### src/rtl/fp32_mul_pipe.sv
// fp32_mul_pipe: pipelined IEEE-754 single-precision multiplier.
// An operand capture rank feeds three datapath stages (unpack, significand product,
// normalise/round/pack). A pair sampled on edge N appears on c/overflow/out_valid
// after edge N+3. Subnormal inputs are treated as zero and tiny results flush to zero.
// Build option: define FPMUL_RNE_EN for round-to-nearest-even; the default build
// truncates (round toward zero) and carries no rounding adder.

module fp32_mul_pipe #(
  parameter int unsigned LATENCY = 3  // only 3 is supported
) (
  input  logic        clk,
  input  logic        reset,
  input  logic        in_valid,
  input  logic [31:0] a,
  input  logic [31:0] b,
  output logic [31:0] c,
  output logic        overflow,
  output logic        out_valid
);

  // Result class, resolved by priority in stage 1 and carried to the pack stage.
  typedef enum logic [1:0] {ClsNorm, ClsZero, ClsInf, ClsNan} cls_e;

  // Truncation only needs product bits [47:23], so the stage-2 register is narrower.
`ifdef FPMUL_RNE_EN
  localparam int unsigned ProdW = 48;
`else
  localparam int unsigned ProdW = 25;
`endif
  localparam int unsigned ProdLsb = 48 - ProdW;

  // Valid chain: [0] operand capture, [1] stage 1, [2] stage 2, [LATENCY] output.
  logic [LATENCY:0] vld_q;
  logic [31:0]      op_a_q, op_b_q;

  // Stage 1 signals
  logic [7:0]  ea, eb;
  logic        a_zero, a_inf, a_nan;
  logic        b_zero, b_inf, b_nan;
  logic        s1_sign_d, s1_sign_q;
  logic [9:0]  s1_exp_d, s1_exp_q;
  logic [23:0] s1_ma_d, s1_ma_q;
  logic [23:0] s1_mb_d, s1_mb_q;
  cls_e        s1_cls_d, s1_cls_q;

  // Stage 2 signals
  logic             s2_sign_q;
  logic [9:0]       s2_exp_q;
  logic [ProdW-1:0] s2_prod_d, s2_prod_q;
  cls_e             s2_cls_q;

  // Stage 3 signals
  logic               norm;
  logic [22:0]        frac;
  logic [23:0]        frac_r;  // [23] is the rounding carry-out
  logic signed [10:0] exp_n;
  logic [31:0]        c_d;
  logic               ov_d;
`ifdef FPMUL_RNE_EN
  logic               guard, rnd, sticky, round_up;
`endif

  // Output registers
  logic [31:0] c_q;
  logic        overflow_q;

  // Operand capture and valid chain; reset drops every in-flight pair.
  always_ff @(posedge clk or posedge reset) begin
    if (reset) begin
      vld_q  <= '0;
      op_a_q <= '0;
      op_b_q <= '0;
    end else begin
      vld_q  <= {vld_q[LATENCY-1:0], in_valid};
      op_a_q <= a;
      op_b_q <= b;
    end
  end

  // Stage 1 decode: unpack, classify operands, biased exponent sum.
  always_comb begin
    ea     = op_a_q[30:23];
    eb     = op_b_q[30:23];
    a_zero = (ea == 8'd0);
    b_zero = (eb == 8'd0);
    a_inf  = (ea == 8'hFF) && (op_a_q[22:0] == 23'd0);
    b_inf  = (eb == 8'hFF) && (op_b_q[22:0] == 23'd0);
    a_nan  = (ea == 8'hFF) && (op_a_q[22:0] != 23'd0);
    b_nan  = (eb == 8'hFF) && (op_b_q[22:0] != 23'd0);

    s1_sign_d = op_a_q[31] ^ op_b_q[31];
    s1_exp_d  = {2'b00, ea} + {2'b00, eb} - 10'd127;
    s1_ma_d   = {1'b1, op_a_q[22:0]};
    s1_mb_d   = {1'b1, op_b_q[22:0]};

    if (a_nan || b_nan || (a_inf && b_zero) || (b_inf && a_zero)) begin
      s1_cls_d = ClsNan;
    end else if (a_inf || b_inf) begin
      s1_cls_d = ClsInf;
    end else if (a_zero || b_zero) begin
      s1_cls_d = ClsZero;
    end else begin
      s1_cls_d = ClsNorm;
    end
  end

  // Stage 2 product: full 48-bit product, keeping only the bits the pack stage needs.
  always_comb begin
    s2_prod_d = ProdW'(({24'd0, s1_ma_q} * {24'd0, s1_mb_q}) >> ProdLsb);
  end

  // Stage 1 and stage 2 pipeline registers.
  always_ff @(posedge clk or posedge reset) begin
    if (reset) begin
      s1_sign_q <= 1'b0;
      s1_exp_q  <= '0;
      s1_ma_q   <= '0;
      s1_mb_q   <= '0;
      s1_cls_q  <= ClsNorm;
      s2_sign_q <= 1'b0;
      s2_exp_q  <= '0;
      s2_prod_q <= '0;
      s2_cls_q  <= ClsNorm;
    end else begin
      s1_sign_q <= s1_sign_d;
      s1_exp_q  <= s1_exp_d;
      s1_ma_q   <= s1_ma_d;
      s1_mb_q   <= s1_mb_d;
      s1_cls_q  <= s1_cls_d;
      s2_sign_q <= s1_sign_q;
      s2_exp_q  <= s1_exp_q;
      s2_prod_q <= s2_prod_d;
      s2_cls_q  <= s1_cls_q;
    end
  end

  // Stage 3: normalise, round, then apply special-case priority and pack.
  always_comb begin
    norm = s2_prod_q[ProdW-1];  // product bit 47: significand in [2,4)
`ifdef FPMUL_RNE_EN
    if (norm) begin
      frac   = s2_prod_q[46:24];
      guard  = s2_prod_q[23];
      rnd    = s2_prod_q[22];
      sticky = |s2_prod_q[21:0];
    end else begin
      frac   = s2_prod_q[45:23];
      guard  = s2_prod_q[22];
      rnd    = s2_prod_q[21];
      sticky = |s2_prod_q[20:0];
    end
    round_up = guard & (rnd | sticky | frac[0]);
    // All-ones fraction rounding up wraps to zero with a carry: value becomes 2.0.
    frac_r   = {1'b0, frac} + {23'd0, round_up};
`else
    frac   = norm ? s2_prod_q[23:1] : s2_prod_q[22:0];
    frac_r = {1'b0, frac};
`endif
    exp_n = $signed({s2_exp_q[9], s2_exp_q}) + $signed({10'd0, norm})
          + $signed({10'd0, frac_r[23]});

    c_d  = {s2_sign_q, exp_n[7:0], frac_r[22:0]};
    ov_d = 1'b0;
    case (s2_cls_q)
      ClsNan:  c_d = 32'h7FC0_0000;
      ClsInf:  c_d = {s2_sign_q, 8'hFF, 23'd0};
      ClsZero: c_d = {s2_sign_q, 31'd0};
      default: begin
        if (exp_n >= 11'sd255) begin
          c_d  = {s2_sign_q, 8'hFF, 23'd0};
          ov_d = 1'b1;
        end else if (exp_n <= 11'sd0) begin
          c_d = {s2_sign_q, 31'd0};
        end
      end
    endcase
  end

  // Output register: c holds across bubbles, overflow only ever high with out_valid.
  always_ff @(posedge clk or posedge reset) begin
    if (reset) begin
      c_q        <= '0;
      overflow_q <= 1'b0;
    end else if (vld_q[LATENCY-1]) begin
      c_q        <= c_d;
      overflow_q <= ov_d;
    end else begin
      overflow_q <= 1'b0;
    end
  end

  assign c         = c_q;
  assign overflow  = overflow_q;
  assign out_valid = vld_q[LATENCY];

endmodule

### config.mk
export PLATFORM = sky130hd
export DESIGN_NAME = fp32_mul_pipe
export DESIGN_NICKNAME = d
export VERILOG_FILES = /design/src/rtl/fp32_mul_pipe.sv
export SDC_FILE = /design/constraint.sdc
export NUM_CORES = 2
export LEC_CHECK = 0
export BUFFER_PORTS_ARGS = -buffer_cell sky130_fd_sc_hd__buf_2
export CAP_MARGIN = 10
export CORE_MARGIN = 3
export CORE_UTILIZATION = 67
export DETAILED_ROUTE_END_ITERATION = 8
export PLACE_DENSITY_LB_ADDON = 0.15
export SLEW_MARGIN = 40
export SYNTH_ARGS = -nofsm -noshare
export SYNTH_HDL_FRONTEND = slang
export SYNTH_SLANG_ARGS = --single-unit
### constraint.sdc
create_clock -name clk -period 11.74 [get_ports clk]
set_input_delay 3.522 -clock clk [delete_from_list [all_inputs] [get_ports clk]]
set_output_delay 3.522 -clock clk [all_outputs]
set_load 0.03 [all_outputs]
==> impl_metrics.prom <==
# TYPE chip_impl_metric gauge
chip_impl_metric{name="asyncSetResetFlopFracSynth",unit="%"} 100
chip_impl_metric{name="ioPinCount",unit=""} 101
chip_impl_metric{name="grt.total_usage",unit="%"} 32.9
chip_impl_metric{name="cts.repair_timing.setup_buffer_count",unit=""} 0
chip_impl_metric{name="route.detailed.drc",unit=""} 0
chip_impl_metric{name="post_place_cell_area",unit="sq um"} 26400
chip_impl_info{name="critical_path_endpoint_category",value="register"} 1
chip_impl_metric{name="dpl_worst_slack",unit="ps"} 4470
chip_impl_metric{name="buffer_ports.inserted",unit=""} 100
chip_impl_metric{name="post_cts.resized_instances",unit=""} 0
chip_impl_metric{name="synthToLayoutAreaGrowth",unit="%"} 5.76
chip_impl_metric{name="clk-insertion-delay-late",unit="ps"} 470
chip_impl_metric{name="hold_viol",unit=""} 0
chip_impl_metric{name="synth.yosys.warnings",unit=""} 0
chip_impl_metric{name="fraction_of_the_yosys_area_taken_by_sequential_cells",unit="%"} 19.5
chip_impl_metric{name="die_area",unit="sq um"} 40500
chip_impl_metric{name="initial_core_util",unit="%"} 68.8
chip_impl_metric{name="clock.fmax",unit="MHz"} 136
chip_impl_metric{name="finalSetupViolations",unit=""} 0
chip_impl_metric{name="share_of_layout_cells_above_drive_strength_1",unit="%"} 9.05
chip_impl_metric{name="core-area",unit="sq um"} 37100
chip_impl_metric{name="total_nets_after_synthesis",unit=""} 3322
chip_impl_metric{name="ctsHoldBuffers",unit=""} 0
chip_impl_metric{name="synth.lib_cells_used.distinct",unit=""} 74
chip_impl_metric{name="clock_sink_count",unit=""} 199
chip_impl_metric{name="antenna_cells",unit=""} 0
chip_impl_metric{name="gp_congestion",unit=""} 0.953
chip_impl_metric{name="cts-buffers-inserted",unit=""} 17
chip_impl_metric{name="detail_route.wl_per_cell",unit="um"} 20.3
chip_impl_metric{name="final_critical_path_setup_slack",unit="ps"} 4380
chip_impl_metric{name="drt_wl_total",unit="um"} 63400
chip_impl_metric{name="antenna_found_initial",unit=""} 2
chip_impl_metric{name="crit_arrival",unit="ps"} 7710
chip_impl_metric{name="maxSlewViolCount",unit=""} 0
chip_impl_metric{name="synth.top_cell.area_share",unit="%"} 37.8
chip_impl_metric{name="maxCapViolCount",unit=""} 0
chip_impl_metric{name="synth-seq-cells",unit=""} 199
chip_impl_info{name="root_buffer",value="clkbuf_16"} 1
chip_impl_metric{name="viasPerCell",unit=""} 5.74
chip_impl_metric{name="timing.slew.headroom",unit="%"} 43.0
chip_impl_info{name="post-synth-top-area-cell",value="fa_1"} 1
chip_impl_metric{name="die_y",unit="um"} 201
chip_impl_info{name="netlist_top_cells_area",value="fa_1 38%, dfrtp_1 19%, ha_1 9.2%"} 1
chip_impl_info{name="mostFrequentLayoutCells",value="579 x inv_1, 482 x fa_1, 347 x nand2_1, 276 x and2_1, 187 x ha_1"} 1
chip_impl_metric{name="synthCells",unit=""} 2586
chip_impl_info{name="commonest_non_fill_non_tap_cell_in_the_layout",value="inv_1"} 1
chip_impl_metric{name="postRouteAntennaNets",unit=""} 0
chip_impl_metric{name="timing.reg2reg.setup_slack",unit="ps"} 4380
chip_impl_metric{name="grt-ovfl-total",unit=""} 0
chip_impl_metric{name="clk_pin_slew_worst_paths",unit="ps"} 80
chip_impl_metric{name="cts_buffer_depth",unit=""} 2
chip_impl_metric{name="final.setup.tns",unit="ps"} 0
chip_impl_metric{name="fin_area",unit="sq um"} 27000
chip_impl_info{name="worstSetupStartpointType",value="register"} 1
chip_impl_metric{name="htreeDepth",unit=""} 4
chip_impl_info{name="unrepaired_setup_endpoints_after_global_routing",value="false"} 1
chip_impl_metric{name="min_period_over_period",unit="%"} 62.7
chip_impl_info{name="synth_ff_type",value="dfrtp_1"} 1
chip_impl_info{name="cts_tree",value="built"} 1
chip_impl_metric{name="route.vias.total",unit=""} 17933
chip_impl_metric{name="clock-skew-final",unit="ps"} 17.9
chip_impl_metric{name="grt_first_pass_wirelength",unit="um"} 103000
chip_impl_metric{name="cp_max_fo",unit=""} 14
chip_impl_metric{name="drt_first_iter_violations",unit=""} 1182
chip_impl_metric{name="synth_area_per_cell",unit="sq um"} 9.88
chip_impl_info{name="run_status",value="completed"} 1
chip_impl_metric{name="synth.cell_area",unit="sq um"} 25500
chip_impl_metric{name="placementRows",unit=""} 70
chip_impl_metric{name="dpl_hpwl",unit="um"} 47200
chip_impl_metric{name="worst-endpoint-required",unit="ps"} 12100
chip_impl_info{name="setup.worst_path.class",value="reg -> reg"} 1
chip_impl_metric{name="grt_start_max_net_pins",unit=""} 124
chip_impl_metric{name="num-nets-final",unit=""} 3341
chip_impl_info{name="timing.hold.worst.class",value="reg -> reg"} 1
chip_impl_metric{name="floorplan.die.width",unit="um"} 201
chip_impl_metric{name="min_tclk_post_route",unit="ps"} 7360
chip_impl_metric{name="synth-edff-count",unit=""} 0
chip_impl_metric{name="number_of_search_and_repair_iterations_in_the_first_detailed_routing_pass",unit=""} 6
chip_impl_metric{name="vias_in_the_first_global_route",unit=""} 20081
chip_impl_metric{name="worst_slew_pin_slew",unit="ps"} 848
flip-flops by register name (all words and copies together), names as in the netlist:
signal / flops
c: 32
op_a_q: 32
op_b_q: 32
overflow: 1
s1_cls_q: 2
s1_exp_q: 10
s1_ma_q: 24
s1_mb_q: 23
s1_sign_q: 1
s2_cls_q: 2
s2_exp_q: 10
s2_prod_q: 25
s2_sign_q: 1
vld_q: 4
worst paths after layout:
check / to / cells past startpoint / startpoint
min in group asynchronous: c[29]$_DFFE_PP0P_ / 2 / reset
worst min-delay path: s2_exp_q[4]$_DFF_PP0_ / 0 / s1_exp_q[4]$_DFF_PP0_
max in group asynchronous: s1_mb_q[20]$_DFF_PP0_ / 3 / reset
worst max-delay path: s2_prod_q[21]$_DFF_PP0_ / 23 / s1_mb_q[6]$_DFF_PP0_
worst min register to register: s2_exp_q[4]$_DFF_PP0_ / 0 / s1_exp_q[4]$_DFF_PP0_
worst max register to register: s2_prod_q[21]$_DFF_PP0_ / 23 / s1_mb_q[6]$_DFF_PP0_
kinds of logic (layout without fill, tap and decap cells):
group           count (synthesis)  in the layout  synth area share, %
flops                         199            199                 19.5
buf+inv                       700            732                 10.7
other cells                     1              1               0.0147
mux                            25             25                 1.00
compound gates                199            199                 5.71
fa+ha+maj                     669            669                 46.9
xor+xnor                       41             41                 1.41
simple gates                  752            752                 14.8
synth_stat cells (all sizes together) (6+ instances only):
library cell  number
clkbuf           103
o22ai             23
mux2i             23
o21bai             8
inv              580
nand2            347
or2                6
nor4              16
nor2b              6
fa               482
a21oi             52
xnor2             29
and3              12
and2             276
o21ai             43
ha               187
buf               17
a31oi             15
xor2              12
nor3              13
nand3             16
nor2              30
dfrtp            199
o211ai             8
a21o              23
nand4             16
worst max-delay path, stage by stage, from the launching register on:
cell and delay (ps):
dfrtp_1 820, buf_4 370, nand2_1 110, fa_1 550, inv_1 50, fa_1 490, inv_1 50, fa_1 470
fa_1 540, inv_1 60, fa_1 450, fa_1 510, inv_1 50, fa_1 470, inv_1 40, ha_1 370
a21oi_1 220, o21bai_1 80, a21oi_1 340, nand3_1 140, o21ai_2 250, a21oi_1 180, or4_1 530, o311ai_1 100
area by class of cell:
class / instances / area [sq um]
multi-input combinational: 1687 / 17900
fill: 2783 / 10100
sequential: 199 / 5020
inverter: 580 / 2190
timing repair buffer: 120 / 662
tap: 504 / 631
clock buffer: 17 / 425
clock inverter: 15 / 205
stage by stage:
stage	util, %	hold WS [ps]	std cells
after floorplan	-	331	2586
after global placement	70.8	332	3089
after CTS	72.7	353	3121
after detailed placement	71.0	335	3089
final	72.7	351	3122
after global routing	72.7	358	3122
per-layer routing:
layer / wire length (um) / up-vias / share of wire, % / track usage, %
li1: - / 7765 / - / -
met1: 23200 / 9147 / 37 / 40.3
met2: 31800 / 774 / 50 / 56.1
met3: 4810 / 245 / 7.6 / 6.20
met4: 3550 / 2 / 5.6 / 16.8
met5: 13 / - / 0.020 / 0
Power is not shown: default switching activity piles up to over one toggle a cycle in this logic, so the estimate is an artifact.
